[src/rtl/synth_voice_pkg.sv]
// Shared definitions for the polyphonic voice allocator and its ADSR voices.
package synth_voice_pkg;

    // Per-voice lifecycle as seen by the allocator.
    typedef enum logic [1:0] {
        V_IDLE      = 2'd0,
        V_HELD      = 2'd1,
        V_RELEASING = 2'd2,
        V_RETRIG    = 2'd3
    } voice_state_e;

    // MIDI note number width.
    localparam int NOTE_W = 7;

    // Gate-low time on steal/retrigger; also used by the ADSR bench.
    localparam int RETRIG_CYCLES_DFLT = 2;

    // One-hot class mask selecting a single voice state.
    function automatic logic [3:0] state_mask(input voice_state_e st);
        state_mask = 4'b0001 << st;
    endfunction

endpackage

[src/rtl/voice_age_picker.sv]
// Combinational search for the oldest voice within a chosen state class.
// Ties resolve to the lowest voice index.
module voice_age_picker #(
    parameter int NUM_VOICES = 4,
    parameter int AGE_W      = 4,
    parameter int IDX_W      = 2
) (
    input  logic [2*NUM_VOICES-1:0]     i_state_flat,
    input  logic [NUM_VOICES*AGE_W-1:0] i_age_flat,
    input  logic [3:0]                  i_class_mask,
    output logic [IDX_W-1:0]            o_idx,
    output logic                        o_found
);
    import synth_voice_pkg::*;

    voice_state_e     w_st;
    logic [AGE_W-1:0] w_age;
    logic [AGE_W-1:0] w_best;
    logic [IDX_W-1:0] w_idx;
    logic             w_found;

    // Scan upward; strict greater-than keeps the lowest index on equal ages.
    always_comb begin
        w_found = 1'b0;
        w_idx   = '0;
        w_best  = '0;
        w_st    = V_IDLE;
        w_age   = '0;
        for (int i = 0; i < NUM_VOICES; i++) begin
            w_st  = voice_state_e'(i_state_flat[2*i +: 2]);
            w_age = i_age_flat[i*AGE_W +: AGE_W];
            if (i_class_mask[w_st] && (!w_found || (w_age > w_best))) begin
                w_found = 1'b1;
                w_best  = w_age;
                w_idx   = IDX_W'(i);
            end
        end
    end

    assign o_idx   = w_idx;
    assign o_found = w_found;

endmodule

[src/rtl/voice_allocator.sv]
// Polyphony controller: assigns note events to a bank of ADSR voices,
// steals the oldest voice when all are busy, and drives per-voice gates.
module voice_allocator #(
    parameter int NUM_VOICES    = 4,
    parameter int NOTE_W        = synth_voice_pkg::NOTE_W,
    parameter int AGE_W         = 4,
    parameter int RETRIG_CYCLES = synth_voice_pkg::RETRIG_CYCLES_DFLT
) (
    input  logic                         clk,
    input  logic                         reset,
    input  logic                         ev_valid,
    output logic                         ev_ready,
    input  logic                         ev_on,
    input  logic [NOTE_W-1:0]            ev_note,
    input  logic [NUM_VOICES-1:0]        voice_done,
    output logic [NUM_VOICES-1:0]        gate,
    output logic [NUM_VOICES*NOTE_W-1:0] voice_note,
    output logic                         steal_pulse,
    output logic [3:0]                   active_count
);
    import synth_voice_pkg::*;

    localparam int IDX_W = (NUM_VOICES > 1) ? $clog2(NUM_VOICES) : 1;
    localparam int CNT_W = (RETRIG_CYCLES > 1) ? $clog2(RETRIG_CYCLES) : 1;
    localparam logic [AGE_W-1:0] AGE_MAX  = '1;
    localparam logic [CNT_W-1:0] CNT_LOAD = CNT_W'(RETRIG_CYCLES - 1);
    localparam logic [3:0] MASK_REL  = 4'b0100;
    localparam logic [3:0] MASK_HELD = 4'b0010;

    // Registered per-voice state
    voice_state_e          r_state [NUM_VOICES];
    logic [NOTE_W-1:0]     r_note  [NUM_VOICES];
    logic [AGE_W-1:0]      r_age   [NUM_VOICES];
    logic [CNT_W-1:0]      r_cnt   [NUM_VOICES];
    logic [NUM_VOICES-1:0] r_gate;
    logic                  r_steal;
    logic [3:0]            r_active;

    // Next-state values
    voice_state_e          w_state_nx [NUM_VOICES];
    logic [NOTE_W-1:0]     w_note_nx  [NUM_VOICES];
    logic [AGE_W-1:0]      w_age_nx   [NUM_VOICES];
    logic [CNT_W-1:0]      w_cnt_nx   [NUM_VOICES];
    logic [3:0]            w_active_nx;

    logic [2*NUM_VOICES-1:0]     w_state_flat;
    logic [NUM_VOICES*AGE_W-1:0] w_age_flat;

    logic             w_ready;
    logic             w_on_acc;
    logic             w_off_acc;
    logic             w_match_found;
    logic [IDX_W-1:0] w_match_idx;
    logic             w_idle_found;
    logic [IDX_W-1:0] w_idle_idx;
    logic             w_rel_found;
    logic [IDX_W-1:0] w_rel_idx;
    logic             w_held_found;
    logic [IDX_W-1:0] w_held_idx;
    logic [IDX_W-1:0] w_pick_idx;
    logic             w_pick_retrig;
    logic             w_pick_steal;

    for (genvar g = 0; g < NUM_VOICES; g++) begin : g_flat
        assign w_state_flat[2*g +: 2]        = r_state[g];
        assign w_age_flat[g*AGE_W +: AGE_W]  = r_age[g];
        assign voice_note[g*NOTE_W +: NOTE_W] = r_note[g];
    end

    // Oldest releasing voice: reused before any held note is cut off.
    voice_age_picker #(
        .NUM_VOICES (NUM_VOICES),
        .AGE_W      (AGE_W),
        .IDX_W      (IDX_W)
    ) u_pick_rel (
        .i_state_flat (w_state_flat),
        .i_age_flat   (w_age_flat),
        .i_class_mask (MASK_REL),
        .o_idx        (w_rel_idx),
        .o_found      (w_rel_found)
    );

    // Oldest held voice: the steal victim of last resort.
    voice_age_picker #(
        .NUM_VOICES (NUM_VOICES),
        .AGE_W      (AGE_W),
        .IDX_W      (IDX_W)
    ) u_pick_held (
        .i_state_flat (w_state_flat),
        .i_age_flat   (w_age_flat),
        .i_class_mask (MASK_HELD),
        .o_idx        (w_held_idx),
        .o_found      (w_held_found)
    );

    // Events stall while any voice is counting out its retrigger gap.
    always_comb begin
        w_ready = 1'b1;
        for (int i = 0; i < NUM_VOICES; i++) begin
            if (r_state[i] == V_RETRIG) w_ready = 1'b0;
        end
    end

    assign w_on_acc  = ev_valid && w_ready && ev_on;
    assign w_off_acc = ev_valid && w_ready && !ev_on;

    // Lowest-index held voice already playing this note, and lowest free voice.
    always_comb begin
        w_match_found = 1'b0;
        w_match_idx   = '0;
        w_idle_found  = 1'b0;
        w_idle_idx    = '0;
        for (int i = NUM_VOICES - 1; i >= 0; i--) begin
            if (r_state[i] == V_HELD && r_note[i] == ev_note) begin
                w_match_found = 1'b1;
                w_match_idx   = IDX_W'(i);
            end
            if (r_state[i] == V_IDLE) begin
                w_idle_found = 1'b1;
                w_idle_idx   = IDX_W'(i);
            end
        end
    end

    // Note-on target priority: same note, free voice, oldest releasing, oldest held.
    always_comb begin
        w_pick_idx    = w_held_idx;
        w_pick_retrig = 1'b1;
        w_pick_steal  = w_held_found;
        if (w_match_found) begin
            w_pick_idx   = w_match_idx;
            w_pick_steal = 1'b0;
        end else if (w_idle_found) begin
            w_pick_idx    = w_idle_idx;
            w_pick_retrig = 1'b0;
            w_pick_steal  = 1'b0;
        end else if (w_rel_found) begin
            w_pick_idx   = w_rel_idx;
            w_pick_steal = 1'b0;
        end
    end

    // Per-voice next state: an event on a voice overrides its own progression.
    always_comb begin
        logic w_sel;
        w_sel       = 1'b0;
        w_active_nx = '0;
        for (int i = 0; i < NUM_VOICES; i++) begin
            w_state_nx[i] = r_state[i];
            w_note_nx[i]  = r_note[i];
            w_age_nx[i]   = r_age[i];
            w_cnt_nx[i]   = r_cnt[i];
            w_sel         = w_on_acc && (w_pick_idx == IDX_W'(i));

            if (w_on_acc) begin
                if (w_sel) begin
                    w_age_nx[i] = '0;
                end else if (r_state[i] != V_IDLE && r_age[i] != AGE_MAX) begin
                    w_age_nx[i] = r_age[i] + 1'b1;
                end
            end

            if (w_sel) begin
                w_note_nx[i] = ev_note;
                if (w_pick_retrig) begin
                    w_state_nx[i] = V_RETRIG;
                    w_cnt_nx[i]   = CNT_LOAD;
                end else begin
                    w_state_nx[i] = V_HELD;
                end
            end else if (w_off_acc && (r_state[i] == V_HELD || r_state[i] == V_RETRIG)
                         && r_note[i] == ev_note) begin
                w_state_nx[i] = V_RELEASING;
            end else begin
                case (r_state[i])
                    V_RETRIG: begin
                        if (r_cnt[i] == '0) w_state_nx[i] = V_HELD;
                        else                w_cnt_nx[i]   = r_cnt[i] - 1'b1;
                    end
                    V_RELEASING: begin
                        if (voice_done[i]) w_state_nx[i] = V_IDLE;
                    end
                    default: ;
                endcase
            end

            if (w_state_nx[i] != V_IDLE) w_active_nx = w_active_nx + 4'd1;
        end
    end

    // State, gate and status registers; reset drops gates and any pending retrigger.
    always_ff @(posedge clk) begin
        if (reset) begin
            for (int i = 0; i < NUM_VOICES; i++) begin
                r_state[i] <= V_IDLE;
                r_note[i]  <= '0;
                r_age[i]   <= '0;
                r_cnt[i]   <= '0;
            end
            r_gate   <= '0;
            r_steal  <= 1'b0;
            r_active <= '0;
        end else begin
            for (int i = 0; i < NUM_VOICES; i++) begin
                r_state[i] <= w_state_nx[i];
                r_note[i]  <= w_note_nx[i];
                r_age[i]   <= w_age_nx[i];
                r_cnt[i]   <= w_cnt_nx[i];
                r_gate[i]  <= (w_state_nx[i] == V_HELD);
            end
            r_steal  <= w_on_acc && w_pick_steal;
            r_active <= w_active_nx;
        end
    end

    assign ev_ready     = w_ready;
    assign gate         = r_gate;
    assign steal_pulse  = r_steal;
    assign active_count = r_active;

endmodule
[config.mk]
export PLATFORM = sky130hd
export DESIGN_NAME = voice_allocator
export DESIGN_NICKNAME = d
export VERILOG_FILES = /design/src/rtl/synth_voice_pkg.sv /design/src/rtl/voice_age_picker.sv /design/src/rtl/voice_allocator.sv
export SDC_FILE = /design/constraint.sdc
export NUM_CORES = 1
export LEC_CHECK = 0
export BUFFER_PORTS_ARGS = -buffer_cell sky130_fd_sc_hd__buf_2
export CAP_MARGIN = 5
export CORE_MARGIN = 4
export CORE_UTILIZATION = 55
export CTS_BUF_LIST = sky130_fd_sc_hd__clkbuf_8
export DETAILED_ROUTE_END_ITERATION = 10
export PLACE_DENSITY = 0.76
export REMOVE_ABC_BUFFERS = 1
export SLEW_MARGIN = 20
export SYNTH_ARGS = -nofsm -noshare
export SYNTH_HDL_FRONTEND = slang
export SYNTH_SLANG_ARGS = --single-unit
[constraint.sdc]
create_clock -name clk -period 11.1 [get_ports clk]
set_input_delay 2.775 -clock clk [delete_from_list [all_inputs] [get_ports clk]]
set_output_delay 2.775 -clock clk [all_outputs]
set_load 0.01 [all_outputs]
## After elaboration in Yosys (flattened, before gate mapping)

Memory sizes are Yosys's and may differ from the RTL's.
Index checks and enable logic that the tools add are counted.
Widths: inputs -> output; s select.

- Bits in registers: 9
- Bits in writable memories: 56
- Input bits: 15
- Output and inout port bits: 38
- Word-level logic and storage cells: 275
- Memories kept: 4

- Add/sub/neg operators: 11
- Order comparisons: 10
- Equal/unequal tests: 27
- Multiplexer cells: 144
- Bitwise gates (word level): 16
- Reduce and logical (&&, ||, !) cells: 60

Memory list:

| name | words | width | rd ports | clocked after memory_dff | write ports | RTL line | source |
|---|---|---|---|---|---|---|---|
| r_note | 4 | 7 | 4 | 0 | 4 | voice_allocator.sv:32 | `logic [NOTE_W-1:0] r_note [NUM_VOICES];` |
| r_age | 4 | 4 | 4 | 0 | 4 | voice_allocator.sv:33 | `logic [AGE_W-1:0] r_age [NUM_VOICES];` |
| r_state | 4 | 2 | 4 | 0 | 4 | voice_allocator.sv:31 | `voice_state_e r_state [NUM_VOICES];` |
| r_cnt | 4 | 1 | 4 | 0 | 4 | voice_allocator.sv:34 | `logic [CNT_W-1:0] r_cnt [NUM_VOICES];` |

Operators by type and width:

| kind | number |
|---|---|
| $mux 4 | 25 |
| $mux 2 | 36 |
| $mux 1 | 63 |
| $mux 7 | 8 |
| $logic_and 1x1->1 | 30 |
| $add 4x1->4 const B | 7 |
| $eq 7x7->1 | 4 |
| $gt 4x4->1 | 6 |
| $eq 2x2->1 const B | 10 |
| $eq 2x1->1 const B | 9 |
| $bmux 1 s2 | 8 |
| $ne 4x4->1 const B | 4 |
| $or 1x1->1 | 16 |
| $pmux 2 s2 | 4 |
| $reduce_bool 2->1 | 8 |
| $lt 2x3->1 const B | 4 |
| $logic_not 2->1 | 5 |
| $logic_or 1x1->1 | 10 |
| $logic_not 1->1 | 7 |
| $sub 1x1->1 const B | 4 |

## Depth between registers and ports, before layout

Gate-level depths: netlist of the first run.
An unclocked memory read counts as a cell.

- Word-level depth: 30
- Gate-level depth with buffers: 31

## By module

Synthesis of the first run repeated with hierarchy kept, for this count alone.

- Cells, all modules: 507
- Area total of the unflattened synthesis: 4556.9 sq um

By module, submodules not included:

| module | times used | cells an instance | area an instance (sq um) | sequential area each (sq um) |
|---|---|---|---|---|
| voice_allocator | 1 | 379 | 3438.3 | 1301.2 |
| voice_age_picker | 2 | 64 | 559.3 | 0.0 |

## Least setup slack after synthesis of the first run

OpenSTA, ideal clock, no wires.

- Path kind: reg2reg
- Start point: mem r_state[0][1] in the netlist's numbering
- End point: reg r_active[0], in the netlist active_count[0]
- Setup time: 0.128 ns
- Arrival time: 5.671 ns
- Required time: 10.972 ns
- Setup slack: 5.302 ns
- Cell stages (with the launch flop): 30
- Cell sequence: dfxtp_1 buf_2 nor2b_4 nand2_1 ha_1 nor2b_1 o31ai_1 a21oi_1 mux2_2 ha_1 nand3b_1 nand2_1 o211ai_1 a21oi_1 mux2_2 ha_1 nor2b_1 o211ai_1 a211oi_1 nor3_1 o221ai_2 or3_4 buf_6 nand2_1 inv_1 ha_1 inv_1 xnor2_1 xnor2_1 nor2_1

RTL lines:

| item | RTL line | source |
|---|---|---|
| start: declaration | voice_allocator.sv:31 |  |
| end signal: assignment | voice_allocator.sv:212 | `r_active <= w_active_nx;` |
| end: declaration | voice_allocator.sv:37 | `logic [3:0] r_active;` |

==> flow_summary.ini, run 1 <==
[setup_path]
critical-path-slowest-cell = dfxtp_1
cp-end-kind = flip-flop
crit_type = reg -> reg
crit_required_ns = 11.33
max_stage_delay_ns = 0.67
crit_path_start_kind = flip-flop
worstRegToRegCells = 26
r2r_start = r_state[0][0]
cp.arrival_ns = 7.45
r2r_end = active_count[0]
critPathMaxFanout = 14
ff2ff_setup_slack_ns = 3.88
cpMostUsedCell = ha_1

[placed_design]
place_congestion = 0.940
io_buffer_count = 52
dp_cells = 639
dp_hpwl_mm = 8.12

[timing]
rsz0062_at_grt = no
finalSetupViolCount = 0
hold_violations = 0
maxSlewHeadroom = 0.264
tightestPinTransition_ns = 1.09
fin_crit_sh = 0.651
slew_violations = 0
tns_ns = 0
fin_worst_skew_ns = 0.0105
fmax_ghz = 0.138
fin_crit_ns = 7.22

[die]
start_util = 0.564
core-area_mm2 = 0.00773
rows = 32
ios = 53
die_y_um = 97.1
dieWidth_um = 97.1
dieArea_mm2 = 0.00942

[yosys]
ys_top_cells_by_area = dfxtp_1 (30%), ha_1 (8.6%), mux2i_1 (7.6%)
synth.most_common_cell = nor2_1
postSynthAreaPerCell_um2 = 8.55
mappedNetlistArea_mm2 = 0.00436
ys_async_sr_fraction = 0
synth_top_area_frac = 0.298
ys_warn_count = 0
synth_edf_count = 0
synthTopCellsByCount = nor2_1 (76), dfxtp_1 (65), nand2_1 (34)
yosys.cell_types.count = 75
synth_top_cell_by_area = dfxtp_1
seq_area_frac_synth = 0.298
synthCells = 510
synth-main-ff-cell = dfxtp_1
synth-seq-cells = 65

[clocking]
cts_sinks = 65
cts_max_path_buffers = 2
cts_resized = 0
cts_tree = yes
cts_buffers = 9
holdBufCountCts = 0
postCtsSetupRepairBufs = 0
cts_root_buf = clkbuf_8
clk_pin_slew_ns = 0.08
h-tree-depth = 3
clock_latency_ns = 0.35

[worst_hold_path]
worst_hold_path.num_cells = 1
whs_endpoint = r_cnt[1]
hold_start = r_cnt[1]
min_path_type = reg -> reg

[routing]
drc = 0
first_pass_iters = 5
vias = 3811
drtIter0Drc = 168
avgViaCountPerCell = 5.82
routed_wl_mm = 10.9
ant_nets = 0
avgRoutedWirePerCell_um = 16.7

[final_layout]
stdcell_count = 655
post-route-util = 0.621
num-nets-final = 593
area_delta_synth_final_pct = 9.95
antenna_cells = 0
fillers = 682
layout-drive-gt1-share = 0.174

[power]
p_leak_nw = 2.06
peakVddDrop_v = 0.0000943
power_w = 0.000508
power.density_mw_per_mm2 = 106

[grt]
grt.total_usage = 0.233
overflow = 0
grt_max_degree = 52
antenna_found_initial = 0
grt_pass1_wl_mm = 18.3
first_global_vias = 3696

[run_status]
status = finished, final reports clean

[flow_run]
max_cap_viol_count = 0
==> per-layer routing <==
metal / vias to the layer above / wire [µm] / global-route usage
li1: 1884 / - / -
met1: 1781 / 5130 / 0.322
met2: 118 / 4890 / 0.361
met3: 28 / 632 / 0.0510
met4: 0 / 264 / 0.0756
met5: - / 0 / 0
==> worst max-delay path: cells and delay by family, from the launching register on <==
family	cells	cell delay, ns
compound gates	10	2.68
xor+xnor	2	0.37
fa+ha+maj	4	1.25
buf+inv	1	0.08
flops	1	0.67
simple gates	9	2.05
==> stage by stage <==
stage | instance area [µm²] | hold slack, ns | worst slack (ns)
floorplan | 4190 | 0.440 | 4.94
finish | 4800 | 0.476 | 3.88
CTS | 4790 | 0.480 | 3.69
global route | 4800 | 0.493 | 3.15
detailed placement | 4590 | 0.460 | 3.72
global placement | 4590 | 0.455 | 4.10
==> area by class of cell <==
type | instances | area (µm²) | share of cell area
clock buffers | 9 | 124 | 0.0258
clock inverters | 7 | 82.6 | 0.0172
inverters | 16 | 60.1 | 0.0125
multi-input cells | 403 | 2830 | 0.591
flip-flops and latches | 65 | 1300 | 0.271
well taps | 102 | 128 | 0.0266
repair buffers | 53 | 268 | 0.0558
==> layout by cell type, fill, tap and decap left out, types with 4 or more instances in the layout <==
| cell type | Yosys | final |
|---|---|---|
| dfxtp_1 | 65 | 65 |
| and2_1 | 6 | 6 |
| nor4_1 | 4 | 4 |
| nor2b_1 | 12 | 12 |
| a21oi_1 | 29 | 29 |
| inv_1 | 16 | 16 |
| clkbuf_8 | 0 | 9 |
| o211ai_1 | 6 | 6 |
| nor3_1 | 5 | 5 |
| mux2i_1 | 33 | 33 |
| nand4_1 | 13 | 13 |
| o21ai_0 | 14 | 14 |
| nand3_1 | 5 | 5 |
| a211oi_1 | 6 | 6 |
| xor2_1 | 18 | 18 |
| buf_2 | 10 | 52 |
| mux2_2 | 4 | 4 |
| nand2b_1 | 10 | 10 |
| nand2_1 | 34 | 34 |
| a311oi_1 | 4 | 4 |
| or2_2 | 4 | 4 |
| ha_1 | 30 | 30 |
| nor2_1 | 76 | 75 |
| xnor2_1 | 24 | 24 |
==> state kept, by name, indices dropped and copies added, names as in the netlist <==
name,cells
r_state,8
r_cnt,4
r_note,28
active_count,4
r_age,16
gate,4
steal_pulse,1
==> cell families after synthesis <==
family / Yosys count / synth area share
flip-flops: 65 / 0.298
AND/OR/NAND/NOR: 194 / 0.229
other: 1 / 0.000860
XOR/XNOR: 42 / 0.0843
multiplexers: 38 / 0.0895
buffers and inverters: 42 / 0.0528
adder cells (fa/ha/maj): 31 / 0.0884
AO/OA/AOI/OAI: 97 / 0.156
==> power by group <==
| part | switching [W] | total (W) | internal [W] |
|---|---|---|---|
| registers | 0.00000431 | 0.000241 | 0.000237 |
| clock network | 0.000107 | 0.000215 | 0.000108 |
| logic | 0.0000320 | 0.0000521 | 0.0000201 |
| total | 0.000143 | 0.000508 | 0.000364 |
==> worst max-delay path by stage <==
stage	start	endpoint	slack, ns	depth (start not counted)
after floorplan	r_state[0][0]	active_count[0]	4.94	27
after global placement	r_state[0][0]	active_count[0]	4.10	26
after detailed placement	r_state[0][0]	active_count[0]	3.72	26
after CTS	r_state[0][0]	active_count[0]	3.69	28
after global routing	r_state[0][0]	active_count[0]	3.15	27
final	r_state[0][0]	active_count[0]	3.88	26
(Power assumes the default switching activity.)
==> inputs of run 2 (changes only) <==
- ABC_AREA: default -> 1
- PLACE_DENSITY: 0.76 -> 0.79
- clock period: 11.1 -> 5.8 ns (I/O delays scaled with it)
==> run 2 against run 1 <==
Against the previous run:
- clock-buffer cell count up 3
- highest routed layer unchanged
- critical endpoint is now active_count[1]
- register-to-register slack worse by 3.3 ns
- flip-flop and latch count unchanged
==> flow_summary.ini, run 2 <==
[power]
seqPwrFrac = 0.496
power.density_mw_per_mm2 = 191
peakVddDrop_v = 0.000189
power.share.clock = 0.385
power_switching_share = 0.271
comb_power_share = 0.119
power_w = 0.000932
power.switching_w = 0.000253
internal_power_w = 0.000679
p_leak_nw = 2.47

[timing]
hold_violations = 0
maxSlewHeadroom = 0.480
finalSetupViolCount = 0
tns_ns = 0
fin_crit_sh = 0.895
fin_worst_skew_ns = 0.0124
fin_crit_ns = 5.19
fmax_ghz = 0.193
hold_ws_ns = 0.456
slew_violations = 0
tightestPinTransition_ns = 0.779

[clocking]
holdBufCountCts = 0
cts_max_path_buffers = 2
h-tree-depth = 3
cts_buffers = 9
clk_pin_slew_ns = 0.07
cts_sinks = 65
cts_root_buf = clkbuf_8
clock_latency_ns = 0.35
cts_tree = yes

[setup_path]
crit_type = reg -> reg
cp.arrival_ns = 5.44
crit_path_start_kind = flip-flop
max_stage_delay_ns = 0.34
crit_required_ns = 6.05
critical-path-slowest-cell = dfxtp_2
critPathMaxFanout = 10
cp-end-kind = flip-flop
cpMostUsedCell = nand2_1

[final_layout]
top_regs = r_note: 28 flops, r_age: 16 flops, r_state: 8 flops
post-route-util = 0.635
antenna_cells = 0
num-nets-final = 739
layout.cells.most_common = nand2_1
regMostFlops = r_note
layout_common_cells = nand2_1 (158), inv_1 (79), dfxtp_1 (63)
layout-drive-gt1-share = 0.155
area_delta_synth_final_pct = 13.2
largest_reg_flops = 28

[yosys]
synth-main-ff-cell = dfxtp_1
postSynthAreaPerCell_um2 = 6.71
synth_top_area_frac = 0.302
ys_top_cells_by_area = dfxtp_1 (30%), nand2_1 (14%), ha_1 (8.7%)
synth.most_common_cell = nand2_1
synthCells = 642
yosys.cell_types.count = 39
synth-seq-cells = 65
synth_edf_count = 0
mappedNetlistArea_mm2 = 0.00431
seq_area_frac_synth = 0.302
synth_top_cell_by_area = dfxtp_1
ys_warn_count = 0
ys_async_sr_fraction = 0
synthTopCellsByCount = nand2_1 (158), inv_1 (81), dfxtp_1 (65)

[routing]
first_pass_iters = 7
avgViaCountPerCell = 5.48
vias = 4386
ant_nets = 0
avgRoutedWirePerCell_um = 13.9
drtIter0Drc = 257
drc = 0
routed_wl_mm = 11.1

[grt]
overflow = 0
grt_max_degree = 26
grt.total_usage = 0.252
antenna_found_initial = 0
first_global_vias = 4116
grt_pass1_wl_mm = 18.4

[die]
ios = 53
core-area_mm2 = 0.00769
rows = 32
dieArea_mm2 = 0.00931
die_y_um = 96.5
dieWidth_um = 96.5
start_util = 0.560

[placed_design]
place_congestion = 0.920
dp_hpwl_mm = 8.42
io_buffer_count = 52

[flow_run]
max_cap_viol_count = 0

[worst_hold_path]
min_path_type = reg -> reg

[run_status]
status = finished, final reports clean
-- run 2: cell families after synthesis --
| kind of cell | after synthesis | synth area share |
|---|---|---|
| other | 1 | 0.000870 |
| AO/OA/AOI/OAI | 95 | 0.117 |
| AND/OR/NAND/NOR | 319 | 0.332 |
| adder cells (fa/ha/maj) | 30 | 0.0871 |
| buffers and inverters | 102 | 0.0973 |
| multiplexers | 3 | 0.00697 |
| flip-flops | 65 | 0.302 |
| XOR/XNOR | 27 | 0.0566 |
-- run 2: path summary, 6_finish.rpt --
kind                                        end  slack (ns)  cells after the start           from
worst max-delay path            active_count[1]        0.61                     46  r_state[0][1]
worst min-delay path                   r_cnt[0]        0.46                      2       r_cnt[0]
worst max register to register  active_count[1]        0.61                     46  r_state[0][1]
worst min register to register         r_cnt[0]        0.46                      2       r_cnt[0]
-- run 2: critical path, delay by kind of cell (launching register included) --
family,cells,cell delay [ns]
and+or+nand+nor,26,2.23
adders and majority gates,4,1.15
buffers and inverters,10,0.68
AOI/OAI and AO/OA,6,0.66
DFF,1,0.34
-- run 2: power groups by stage --
stage | registers, W | logic (W) | clock network [W]
after global placement | 0.000472 | 0.000100 | 0
final | 0.000462 | 0.000111 | 0.000359
after detailed placement | 0.000472 | 0.000103 | 0
after floorplan | 0.000475 | 0.0000616 | 0
after CTS | 0.000462 | 0.000104 | 0.000365
after global routing | 0.000463 | 0.000124 | 0.000385
-- run 2: layout make-up --
type,instances,area [µm²]
Clock buffer,12,165
Inverter,85,320
Fill cell,749,2810
Tap cell,102,128
Clock inverter,3,16.3
Timing Repair Buffer,58,305
Multi-Input combinational cell,475,2640
Sequential cell,65,1300
-- run 2: stage by stage --
step                      worst slack [ns]  area, µm²  cells
final                                0.610       4880    800
after floorplan                       1.05       4210    625
after CTS                            0.192       4790    795
after global placement               0.374       4600    780
after detailed placement             0.217       4600    780
after global routing               -0.0475       4880    800
-- run 2: per-layer routing --
layer | wire length (µm) | vias up | GRT usage
met1 | 4720 | 2041 | 0.309
met4 | 218 | 0 | 0.0900
met2 | 5590 | 150 | 0.440
met3 | 620 | 25 | 0.0465
met5 | 0 | - | 0
li1 | - | 2170 | -
-- run 2: timing repair --
| action | CTS | global route |
|---|---|---|
| setup endpoints to repair | 0 | 20 |
| hold endpoints to repair | 0 | 0 |
| setup buffers | 0 | 5 |
| gates resized for setup | 0 | 21 |
